$ cat src/rtl/cps_pkg.sv
// Shared types and widths for the parking-controller keypad front end.
//   DIGIT_W     : width of one keypad digit
//   PW_W        : width of the assembled garage password (two digits)
//   cps_state_e : state of the password-entry FSM
package cps_pkg;

  localparam int DIGIT_W = 4;
  localparam int PW_W    = 8;

  typedef enum logic [2:0] {
    IDLE,
    DIGIT_HI,
    DIGIT_LO,
    PRESENT,
    WAIT_RESULT,
    GRANTED,
    LOCKOUT
  } cps_state_e;

endpackage

$ cat src/rtl/cps_down_counter.sv
// Loadable down counter with a zero flag. Stops at zero instead of wrapping.
//   clk      : clock, rising edge
//   rst      : synchronous active-high reset, clears the count
//   load     : load load_val (has priority over dec)
//   load_val : value to load
//   dec      : decrement by one while non-zero
//   zero     : count is zero
module cps_down_counter #(
  parameter int W = 4
) (
  input  logic         clk,
  input  logic         rst,
  input  logic         load,
  input  logic [W-1:0] load_val,
  input  logic         dec,
  output logic         zero
);

  logic [W-1:0] count;

  // NOTE: state registers use non-blocking assignments so every flop samples
  // pre-edge values regardless of block ordering.
  always_ff @(posedge clk) begin
    if (rst) begin
      count <= '0;
    end else if (load) begin
      count <= load_val;
    end else if (dec && count != '0) begin
      count <= count - 1'b1;
    end
  end

  assign zero = (count == '0);

endmodule

$ cat src/rtl/cps_password_entry.sv
// Keypad-side front end for the car parking controller. Detects an arriving
// car, assembles two keypad digits into the garage password, presents it to
// the controller, interprets the green/red reply and enforces a lockout after
// MAX_ATTEMPTS failures (red reply or no reply within RESULT_TIMEOUT cycles).
//   clk, rst         : clock; synchronous active-high reset
//   car_present      : entrance detector level
//   key_valid        : one-cycle strobe qualifying key_digit
//   key_digit        : pressed digit
//   green_led        : controller grant
//   red_led          : controller deny
//   sensor_entrance  : to controller, high in every state except IDLE/LOCKOUT
//   garage_password  : to controller, assembled password
//   pw_valid         : one-cycle pulse when a new password is presented
//   granted          : one-cycle pulse on grant
//   locked           : high throughout LOCKOUT
//   attempt_cnt      : failed attempts so far, saturating at MAX_ATTEMPTS
module cps_password_entry
  import cps_pkg::*;
#(
  parameter int MAX_ATTEMPTS   = 3,
  parameter int LOCKOUT_CYCLES = 16,
  parameter int RESULT_TIMEOUT = 8
) (
  input  logic                              clk,
  input  logic                              rst,
  input  logic                              car_present,
  input  logic                              key_valid,
  input  logic [DIGIT_W-1:0]                key_digit,
  input  logic                              green_led,
  input  logic                              red_led,
  output logic                              sensor_entrance,
  output logic [PW_W-1:0]                   garage_password,
  output logic                              pw_valid,
  output logic                              granted,
  output logic                              locked,
  output logic [$clog2(MAX_ATTEMPTS+1)-1:0] attempt_cnt
);

  localparam int CNT_W = $clog2(MAX_ATTEMPTS + 1);
  localparam int TO_W  = $clog2(RESULT_TIMEOUT + 1);
  localparam int LO_W  = $clog2(LOCKOUT_CYCLES + 1);

  localparam logic [CNT_W-1:0] MAX_CNT = CNT_W'(MAX_ATTEMPTS);
  // Timers are loaded one below their length: the zero flag is then seen on
  // the edge that closes the last cycle of the wait, which is where the
  // timeout failure or lockout exit must register.
  localparam logic [TO_W-1:0]  TO_LOAD = TO_W'(RESULT_TIMEOUT - 1);
  localparam logic [LO_W-1:0]  LO_LOAD = LO_W'(LOCKOUT_CYCLES - 1);

  cps_state_e       state;
  logic             to_zero;
  logic             lo_zero;
  logic [CNT_W-1:0] att_next;

  // Both timers sit preloaded outside the state they time, and count only
  // inside it.
  cps_down_counter #(.W(TO_W)) u_result_timer (
    .clk      (clk),
    .rst      (rst),
    .load     (state != WAIT_RESULT),
    .load_val (TO_LOAD),
    .dec      (state == WAIT_RESULT),
    .zero     (to_zero)
  );

  cps_down_counter #(.W(LO_W)) u_lockout_timer (
    .clk      (clk),
    .rst      (rst),
    .load     (state != LOCKOUT),
    .load_val (LO_LOAD),
    .dec      (state == LOCKOUT),
    .zero     (lo_zero)
  );

  assign att_next = (attempt_cnt == MAX_CNT) ? attempt_cnt : attempt_cnt + 1'b1;

  // Outputs are registered and updated on the edge that enters the state
  // they belong to.
  always_ff @(posedge clk) begin
    if (rst) begin
      state           <= IDLE;
      sensor_entrance <= 1'b0;
      garage_password <= '0;
      pw_valid        <= 1'b0;
      granted         <= 1'b0;
      locked          <= 1'b0;
      attempt_cnt     <= '0;
    end else begin
      pw_valid <= 1'b0;
      granted  <= 1'b0;

      unique case (state)
        IDLE: begin
          if (car_present) begin
            state           <= DIGIT_HI;
            sensor_entrance <= 1'b1;
          end
        end

        DIGIT_HI: begin
          if (!car_present) begin
            state           <= IDLE;
            sensor_entrance <= 1'b0;
            garage_password <= '0;
          end else if (key_valid) begin
            garage_password[PW_W-1 -: DIGIT_W] <= key_digit;
            state                              <= DIGIT_LO;
          end
        end

        DIGIT_LO: begin
          if (!car_present) begin
            state           <= IDLE;
            sensor_entrance <= 1'b0;
            garage_password <= '0;
          end else if (key_valid) begin
            garage_password[DIGIT_W-1:0] <= key_digit;
            pw_valid                     <= 1'b1;
            state                        <= PRESENT;
          end
        end

        PRESENT: begin
          if (!car_present) begin
            state           <= IDLE;
            sensor_entrance <= 1'b0;
            garage_password <= '0;
          end else begin
            state <= WAIT_RESULT;
          end
        end

        WAIT_RESULT: begin
          if (!car_present) begin
            state           <= IDLE;
            sensor_entrance <= 1'b0;
            garage_password <= '0;
          end else if (green_led) begin
            state       <= GRANTED;
            granted     <= 1'b1;
            attempt_cnt <= '0;
          end else if (red_led || to_zero) begin
            attempt_cnt <= att_next;
            if (att_next == MAX_CNT) begin
              state           <= LOCKOUT;
              locked          <= 1'b1;
              sensor_entrance <= 1'b0;
            end else begin
              state <= DIGIT_HI;
            end
          end
        end

        GRANTED: begin
          if (!car_present) begin
            state           <= IDLE;
            sensor_entrance <= 1'b0;
            garage_password <= '0;
          end
        end

        LOCKOUT: begin
          if (lo_zero) begin
            state           <= IDLE;
            locked          <= 1'b0;
            attempt_cnt     <= '0;
            garage_password <= '0;
          end
        end

        default: begin
          state <= IDLE;
        end
      endcase
    end
  end

endmodule

$ cat config.mk
export PLATFORM = sky130hd
export DESIGN_NAME = cps_password_entry
export DESIGN_NICKNAME = d
export VERILOG_FILES = /design/src/rtl/cps_pkg.sv /design/src/rtl/cps_down_counter.sv /design/src/rtl/cps_password_entry.sv
export SDC_FILE = /design/constraint.sdc
export NUM_CORES = 1
export LEC_CHECK = 0
export ABC_AREA = 1
export CORE_MARGIN = 2
export CORE_UTILIZATION = 52
export DETAILED_ROUTE_END_ITERATION = 10
export PLACE_DENSITY = 0.87
export SLEW_MARGIN = 40
export SYNTH_ARGS = -nofsm -noshare
export SYNTH_HDL_FRONTEND = slang
export SYNTH_SLANG_ARGS = --single-unit
$ cat constraint.sdc
create_clock -name clk -period 2.1 [get_ports clk]
set_clock_uncertainty 0.15 [all_clocks]
set_input_delay 0.21 -clock clk [delete_from_list [all_inputs] [get_ports clk]]
set_output_delay 0.21 -clock clk [all_outputs]
set_load 0.02 [all_outputs]
==> results of run 1 <==
-- report_power, final --
| group | internal [W] | total (W) | switching, W |
|---|---|---|---|
| sequential | 0.000599 | 0.000697 | 0.0000977 |
| combinational | 0.000466 | 0.00124 | 0.000772 |
| clock | 0.0000672 | 0.000211 | 0.000143 |
| total | 0.00113 | 0.00215 | 0.00101 |
-- through the flow --
step	util [%]	area (sq um)	setup slack (ps)
after floorplan	-	1480	593
after global placement	64.0	1750	368
after detailed placement	64.0	1750	320
after CTS	64.9	1770	362
after global routing	64.9	1770	189
final	64.9	1770	343
-- Yosys cell counts --
cell type,count,share of area (%)
sky130_fd_sc_hd__a211oi_1,2,1.0
sky130_fd_sc_hd__nor2_2,4,1.7
sky130_fd_sc_hd__nand2_2,2,0.85
sky130_fd_sc_hd__inv_2,3,0.76
sky130_fd_sc_hd__buf_6,1,0.76
sky130_fd_sc_hd__nand2_1,49,12
sky130_fd_sc_hd__clkbuf_1,2,0.51
sky130_fd_sc_hd__xor2_1,1,0.59
sky130_fd_sc_hd__nor2_1,38,9.6
sky130_fd_sc_hd__nand3_1,30,10
sky130_fd_sc_hd__dfxtp_1,26,35
sky130_fd_sc_hd__o21ai_0,9,3.0
sky130_fd_sc_hd__o31ai_1,1,0.51
sky130_fd_sc_hd__nor2_4,2,1.5
sky130_fd_sc_hd__nor3b_1,1,0.51
sky130_fd_sc_hd__a21oi_1,15,5.1
sky130_fd_sc_hd__xnor2_1,1,0.59
sky130_fd_sc_hd__o21bai_1,1,0.51
sky130_fd_sc_hd__o21ai_1,1,0.34
sky130_fd_sc_hd__a31oi_1,3,1.3
sky130_fd_sc_hd__or2_2,1,0.42
sky130_fd_sc_hd__nand4_1,4,1.7
sky130_fd_sc_hd__nor3_1,1,0.34
sky130_fd_sc_hd__nand2_4,1,0.76
sky130_fd_sc_hd__ha_1,3,2.5
sky130_fd_sc_hd__nor3_4,1,1.1
sky130_fd_sc_hd__inv_1,22,5.6
sky130_fd_sc_hd__buf_2,2,0.68
-- state kept, by name (all words and copies together) (netlist names), 2 cells and up --
register               flops
u_result_timer.count       4
garage_password            8
state                      3
attempt_cnt                2
u_lockout_timer.count      5
-- worst max path at each step --
stage                               to  slack (ps)  cells after the start
floorplan           garage_password[0]         590                      8
global placement    garage_password[4]         370                      8
detailed placement  garage_password[4]         320                      8
CTS                 garage_password[4]         360                      9
global route            attempt_cnt[0]         190                      9
finish              garage_password[4]         340                      9
-- kinds of logic (layout without fill, tap and decap cells) --
| group | Yosys count | after routing | synth area share [%] |
|---|---|---|---|
| buffers and inverters | 30 | 55 | 8.28 |
| XOR/XNOR | 2 | 2 | 1.18 |
| flip-flops | 26 | 26 | 35.2 |
| AND/OR/NAND/NOR | 134 | 134 | 41.1 |
| adder cells (fa/ha/maj) | 3 | 3 | 2.54 |
| AO/OA/AOI/OAI | 32 | 32 | 11.7 |
-- routing by layer --
metal | GRT usage, % | vias to the layer above | share of wire (%) | wire [um]
li1 | - | 795 | - | -
met1 | 29.1 | 662 | 48 | 1570
met2 | 33.1 | 39 | 45 | 1480
met3 | 2.72 | 7 | 5.0 | 163
met4 | 7.64 | 0 | 1.7 | 56
met5 | 0 | - | 0 | 0
-- cell type report --
class	count	area, sq um	area share [%]
flip-flops and latches	26	520	29.4
clock buffers	3	22.5	1.27
multi-input cells	171	837	47.2
repair buffers	27	260	14.7
well taps	31	38.8	2.19
inverters	25	93.8	5.29
-- critical path: stages, from the launching register on --
cell	delay, ps
sky130_fd_sc_hd__dfxtp_1	530
sky130_fd_sc_hd__inv_2	110
sky130_fd_sc_hd__nand2_1	100
sky130_fd_sc_hd__nor2_2	80
sky130_fd_sc_hd__nand2_2	110
sky130_fd_sc_hd__nand2_1	70
sky130_fd_sc_hd__nor2_2	280
sky130_fd_sc_hd__nand3_1	130
sky130_fd_sc_hd__nand2_1	80
sky130_fd_sc_hd__nor2_1	30
==> summary.md, run 1 <==
After the last flow step, the layout net total stands at 267. The tools report the required arrival time at the worst endpoint as 2180 ps. Across the VDD grid, the largest voltage drop is 0.998 mV. TritonCTS built the clock tree. The critical path startpoint was state[2]. The logs give 0 for the max capacitance violation total and 2.45 mm for the half-perimeter wire length after placement.

The horizontal extent of the die works out to 57.4 um. The count of inserted antenna diode cells came out at 0. For the number of slew-limit violations in the final report, the log shows 0. The post-route netlist has 8.33% of its cells at a drive strength greater than 1. The measured slew at the worst slew-check pin was 342 ps; the shortest clock period the worst path allows after layout was 1760 ps. The starting density of the core is 54.1%, and the post-placement cell count is 280. In the final timing run, aggregate negative setup slack is 0 ps. Summed over all layers, the routed wires come to 3.27 mm. The run gives 1 as the H-tree depth. Setup repair after global routing left no endpoint under its margin. The count of yosys warnings during synthesis was 0. For the worst-skew pair, the clock arrives at the later sink with an insertion delay of 320 ps. The number of global-route vias before repair came out at 1331. The tools report the worst flop-to-flop path startpoint as state[2]. For this block, the via count after detailed routing is 1503. Counting every net in the synthesized netlist gives 240. The run finished with clean final reports. Buffers inserted to repair hold after CTS numbered 0. The total power draw is 0.00215 W, and the top achievable clock speed is 569 MHz. Number of placed I/O pins: 24. In this run, distinct cell masters in the synthesized netlist total 28.

The logs give 0.899 for the global placement routability congestion and 3290 sq um for the area of the die. For this design, the sink count on the clock tree is 26. After detailed routing, the number of remaining DRC violations is 0. Before antenna repair, the detailed router went through 5 iterations. Clock-pin slew was measured on the worst setup and hold paths at 130 ps. The path with the worst hold slack has its endpoint at pw_valid. In the layout the commonest cells are sky130_fd_sc_hd__nand2_1 (49), sky130_fd_sc_hd__nor2_1 (38), sky130_fd_sc_hd__nand3_1 (30). The number of placement rows is 19. For this run the aggregate overflow at the end of global routing stands at 0. The share of the clock period used by the worst path after layout is 83.7%. Along the worst hold path, the cell count comes to 3.

Mean instance size in the synthesized netlist: 6.52 sq um. No sink is reached through more buffers than the 2 on the longest clock path. Buffers placed on the I/O ports in this run total 23. The run gives 227 as the cell count after synthesis.

The startpoint class of the critical path was a register. In the global route stage, overall resource usage came out at 20.9%. Relative slew slack: 77.2%. Critical path endpoint category: a register. The worst reg-to-reg path cell count was 9; the maximum fanout count along the critical path was 8.

For the sequential element share of the synthesized area, the log shows 35.2%. The worst hold path begins at key_valid. Counting the fill cells in the layout gives 242.

The core area came out at 2730 sq um. The total of flip-flops plus latches after synthesis was 26. The cell area that synthesis handed to floorplanning was 1480 sq um. Compared with the post-synthesis result, the final layout area differs by 19.8%. The library cell used most frequently in the layout, excluding fill and tap cells, is sky130_fd_sc_hd__nand2_1.

Measured along the y axis, the die boundary spans 57.4 um. The run gives 0 as the number of antenna-violating nets in the routed design. The tightest min-delay check is of the in -> reg type. In this run the critical register-to-register path is captured at garage_password[4].

The wire length per cell is 11.5 um. The post-layout instance count excluding filler cells is 283, and the pin count of the biggest net entering global routing is 17. Across all hold checks on the routed design, the worst slack comes to 297 ps. For the final number of setup-violating endpoints, the log shows 0.

The tools report the DRC marker count from the first detailed-route iteration as 65. The first global-routing pass estimated 5.53 mm of wire. Setup slack on the worst reg-to-reg path comes out at 340 ps.

In the routed layout, each cell is associated on average with a via count of 5.31. The number of hold-slack violations in the final timing report is 0, and the signal arrival time at the worst endpoint is 1840 ps. In this run the post-CTS setup repair buffer count came out at 0. By startpoint and endpoint, the worst setup path is classified as reg -> reg. The initial antenna violation count was 0; the TritonCTS buffer count was 3. The run gives 0.835 nW as the static leakage.

The number of gates given a new drive strength after cts is 0, and the power per cell area is 1210 nW/um^2. The tree is rooted in a sky130_fd_sc_hd__clkbuf_4.
Power figures use the tool's default switching activity.
==> run 2: changes to the inputs <==
--- a/config.mk
+++ b/config.mk
@@ -7,9 +7,9 @@
 export LEC_CHECK = 0
 export ABC_AREA = 1
 export CORE_MARGIN = 2
-export CORE_UTILIZATION = 52
+export CORE_UTILIZATION = 47
 export DETAILED_ROUTE_END_ITERATION = 10
-export PLACE_DENSITY = 0.87
+export PLACE_DENSITY = 0.83
 export SLEW_MARGIN = 40
 export SYNTH_ARGS = -nofsm -noshare
 export SYNTH_HDL_FRONTEND = slang
==> constraint.sdc (replaced) <==
create_clock -name clk -period 1.5 [get_ports clk]
set_clock_uncertainty 0.15 [all_clocks]
set_input_delay 0.15 -clock clk [delete_from_list [all_inputs] [get_ports clk]]
set_output_delay 0.15 -clock clk [all_outputs]
set_load 0.02 [all_outputs]
==> run 2 against run 1 <==
  * The flow now finishes with violations (setup timing)
  * Worst hold slack worse by 57 ps
  * Sequential share of layout area down 4.8 points
  * Cell count up 15%
  * Maximum frequency up 11%
  * First-iteration DRC count up 20%
  * Sequential power up 43%
  * Clock power up 66%
  * Sequential cell count unchanged
  * Global-route usage up 1.3 points
  * Largest power group unchanged
  * Register-to-register slack worse by 420 ps
  * Non-clock buffer count up 28
==> summary.md, run 2 (synthesis results as in run 1) <==
TritonCTS built the clock tree. The maximum number of buffers from clock root to sink is 2 (unchanged), and the post-placement cell count is 317 (+13%). The initial antenna violation count was 0 (unchanged). The insertion delay to the later sink of the worst-skew pair came out at 320 ps (about the same). The fraction of final layout cells with drive strength greater than 1 is 33.0% (+25 points), and the number of antenna-violating nets in the routed design is 0 (unchanged). The final number of setup-violating endpoints came out at 8 (+8).

Clock-pin slew of the registers on the worst-case setup and hold paths: 130 ps (about the same). The measured slew at the worst slew-check pin came out at 259 ps (-82.7 ps). The total clock sinks was 26 (unchanged).

The startpoint identified for the worst register-to-register timing path is state[0]. The final reports fail on setup timing. For the count of inserted antenna diode cells, the log shows 0 (unchanged). The startpoint class of the critical path is a register. The tools report the post-cts hold buffer count as 0 (unchanged).

Register-to-register setup slack: -80 ps (-420 ps). The overall via count from detail_route came out at 1685 (+12%). The library cells used most frequently in the layout, excluding fill and tap cells, are sky130_fd_sc_hd__nand2_1 (38), sky130_fd_sc_hd__nor2_1 (33), sky130_fd_sc_hd__buf_4 (31). Setup repair after global routing could not meet its margin everywhere. The shortest clock period the worst path allows after layout was 1580 ps (-178 ps); the wire length per cell was 12.5 um (+8.5%).

The tools report the number of nets at the end of the flow as 296 (+11%). From synthesis to final layout, the design area changed by 47.4%. The power per cell area works out to 1690 nW/um^2 (+39%). The total grt overflow came out at 0 (unchanged).

For the post-layout instance count excluding filler cells, the log shows 326 (+15%). The category of the most critical setup path was reg -> reg. The DRC marker count from the first detailed-route iteration is 78 (+20%).

Number of global-route vias before repair: 1466 (+10%). The maximum fanout count along the critical path was 8 (unchanged). The pre-CTS setup slack came out at -199 ps (-518 ps). The tools report the final wirelength as 4.08 mm (+25%). The TritonCTS buffer count was 3 (unchanged); the core area was 3030 sq um (+11%). H-tree depth: 1 (unchanged).

For the required arrival time at the worst endpoint, the log shows 1570 ps (-610 ps). Number of iterations in the first detailed-routing pass: 5 (unchanged). The top achievable clock speed was 633 MHz (+11%); the number of buffer cells added on primary ports was 23 (unchanged). The height of the die came out at 60.1 um (+4.8%). The wire length of the first global-routing pass came out at 6.09 mm (+10%). Ranked by flip-flop count, first place goes to garage_password. The run finished, with violations left. The share of the clock period used by the worst path after layout was 105% (+22 points); the area of the die was 3610 sq um (+9.9%). The global placement routability congestion came out at 0.887 (-1.4%). The worst setup margin was -78.8 ps (-422 ps); the signal arrival time at the worst endpoint was 1650 ps (-190 ps). Detail-routed via count per cell: 5.17 (-2.7%). The starting density of the core came out at 48.9% (-5.3 points). The logs give 22.2% (+1.3 points) for the global-route usage over all layers and 15 (-2) for the pin count of the biggest net entering global routing.

The critical path endpoint category is a register. The terminus of the critical flop-to-flop path is garage_password[5]. The worst slack on hold paths is 240 ps (-56.9 ps). The maximum resistive drop on vdd came out at 1.07 mV (+6.9%). The run gives 0 (unchanged) as the number of hold-slack violations in the final timing report. Clock tree synthesis selected as its root buffer the cell sky130_fd_sc_hd__clkbuf_4. The max capacitance violation total was 0 (unchanged). The logs give 24 (unchanged) for the number of placed I/O pins and 0 (unchanged) for the number of slew-limit violations in the final report. The relative slew slack was 82.7% (+5.5 points); the worst reg-to-reg path cell count was 7 (-2).

Leaving out fill and tap cells, the most frequent cell in the layout is sky130_fd_sc_hd__nand2_1. Number of placement rows: 20 (+1). Class of the tightest hold or removal check: in -> reg.

The flip-flop count of the largest register, all copies and words added came out at 8 (unchanged). Following the worst setup path forward leads to its endpoint at garage_password[5]. The tools report the critical path startpoint as state[0].

The largest registers in the layout are garage_password (8), u_lockout_timer.count (5), u_result_timer.count (4). DRC violation count after routing: 0 (unchanged). The static leakage was 1.06 nW (+27%); the half-perimeter wire length after placement was 2.71 mm (+11%). The horizontal extent of the die was 60.1 um (+4.8%).
run 2: timing repair:
item,4_1_cts,5_1_grt
setup endpoints to repair,29,20
gates cloned,1,0
hold endpoints to repair,0,0
pin swaps,6,4
gates resized for setup,36,34
buffers inserted,3,1
run 2: report_power, final:
part	internal, W	leakage (nW)	total [W]	switching (W)
registers	0.000865	0.217	0.00100	0.000137
clock network	0.000148	0.0210	0.000350	0.000202
logic	0.000952	0.826	0.00233	0.00137
run 2: worst min path at each step:
stage	from	endpoint	slack [ps]	cells after the start
after floorplan	rst	attempt_cnt[1]	70	1
after global placement	garage_password[0]	garage_password[0]	310	2
after detailed placement	garage_password[0]	garage_password[0]	320	2
after CTS	key_valid	pw_valid	240	3
after global routing	key_valid	pw_valid	210	3
final	key_valid	pw_valid	240	3
run 2: final cells by class:
class                      count  area, sq um
clock buffer                   4         36.3
fill                         243          846
inverter                      25         98.8
multi-input combinational    171          991
sequential                    26          537
tap                           44         55.1
timing repair buffer          55          457
timing repair inverter         1         7.51
run 2: worst max-delay path, stage by stage (launching register included):
cell and delay, ps:
sky130_fd_sc_hd__dfxtp_4 400, sky130_fd_sc_hd__buf_6 120, sky130_fd_sc_hd__nor2_4 40, sky130_fd_sc_hd__buf_4 140
sky130_fd_sc_hd__nor3_4 270, sky130_fd_sc_hd__nor2_4 120, sky130_fd_sc_hd__a21oi_1 170, sky130_fd_sc_hd__nor2_1 70
run 2: stage by stage:
step	power (W)	cell area, sq um	setup TNS [ps]	util (%)
3_5_place_dp	0.00291	1950	-1470	64.4
2_1_floorplan	0.00228	1480	0	-
5_1_grt	0.00396	2180	-1200	72.1
4_1_cts	0.00340	2070	-35.1	68.3
6_report	0.00368	2180	-253	72.1
3_3_place_gp	0.00286	1950	-1120	64.4
run 2: routing by layer:
layer | GRT usage (%) | vias up | wire (um)
li1 | - | 849 | -
met1 | 27.3 | 769 | 1740
met2 | 37.9 | 56 | 2030
met3 | 2.81 | 11 | 199
met4 | 10.5 | 0 | 106
met5 | 0 | - | 0
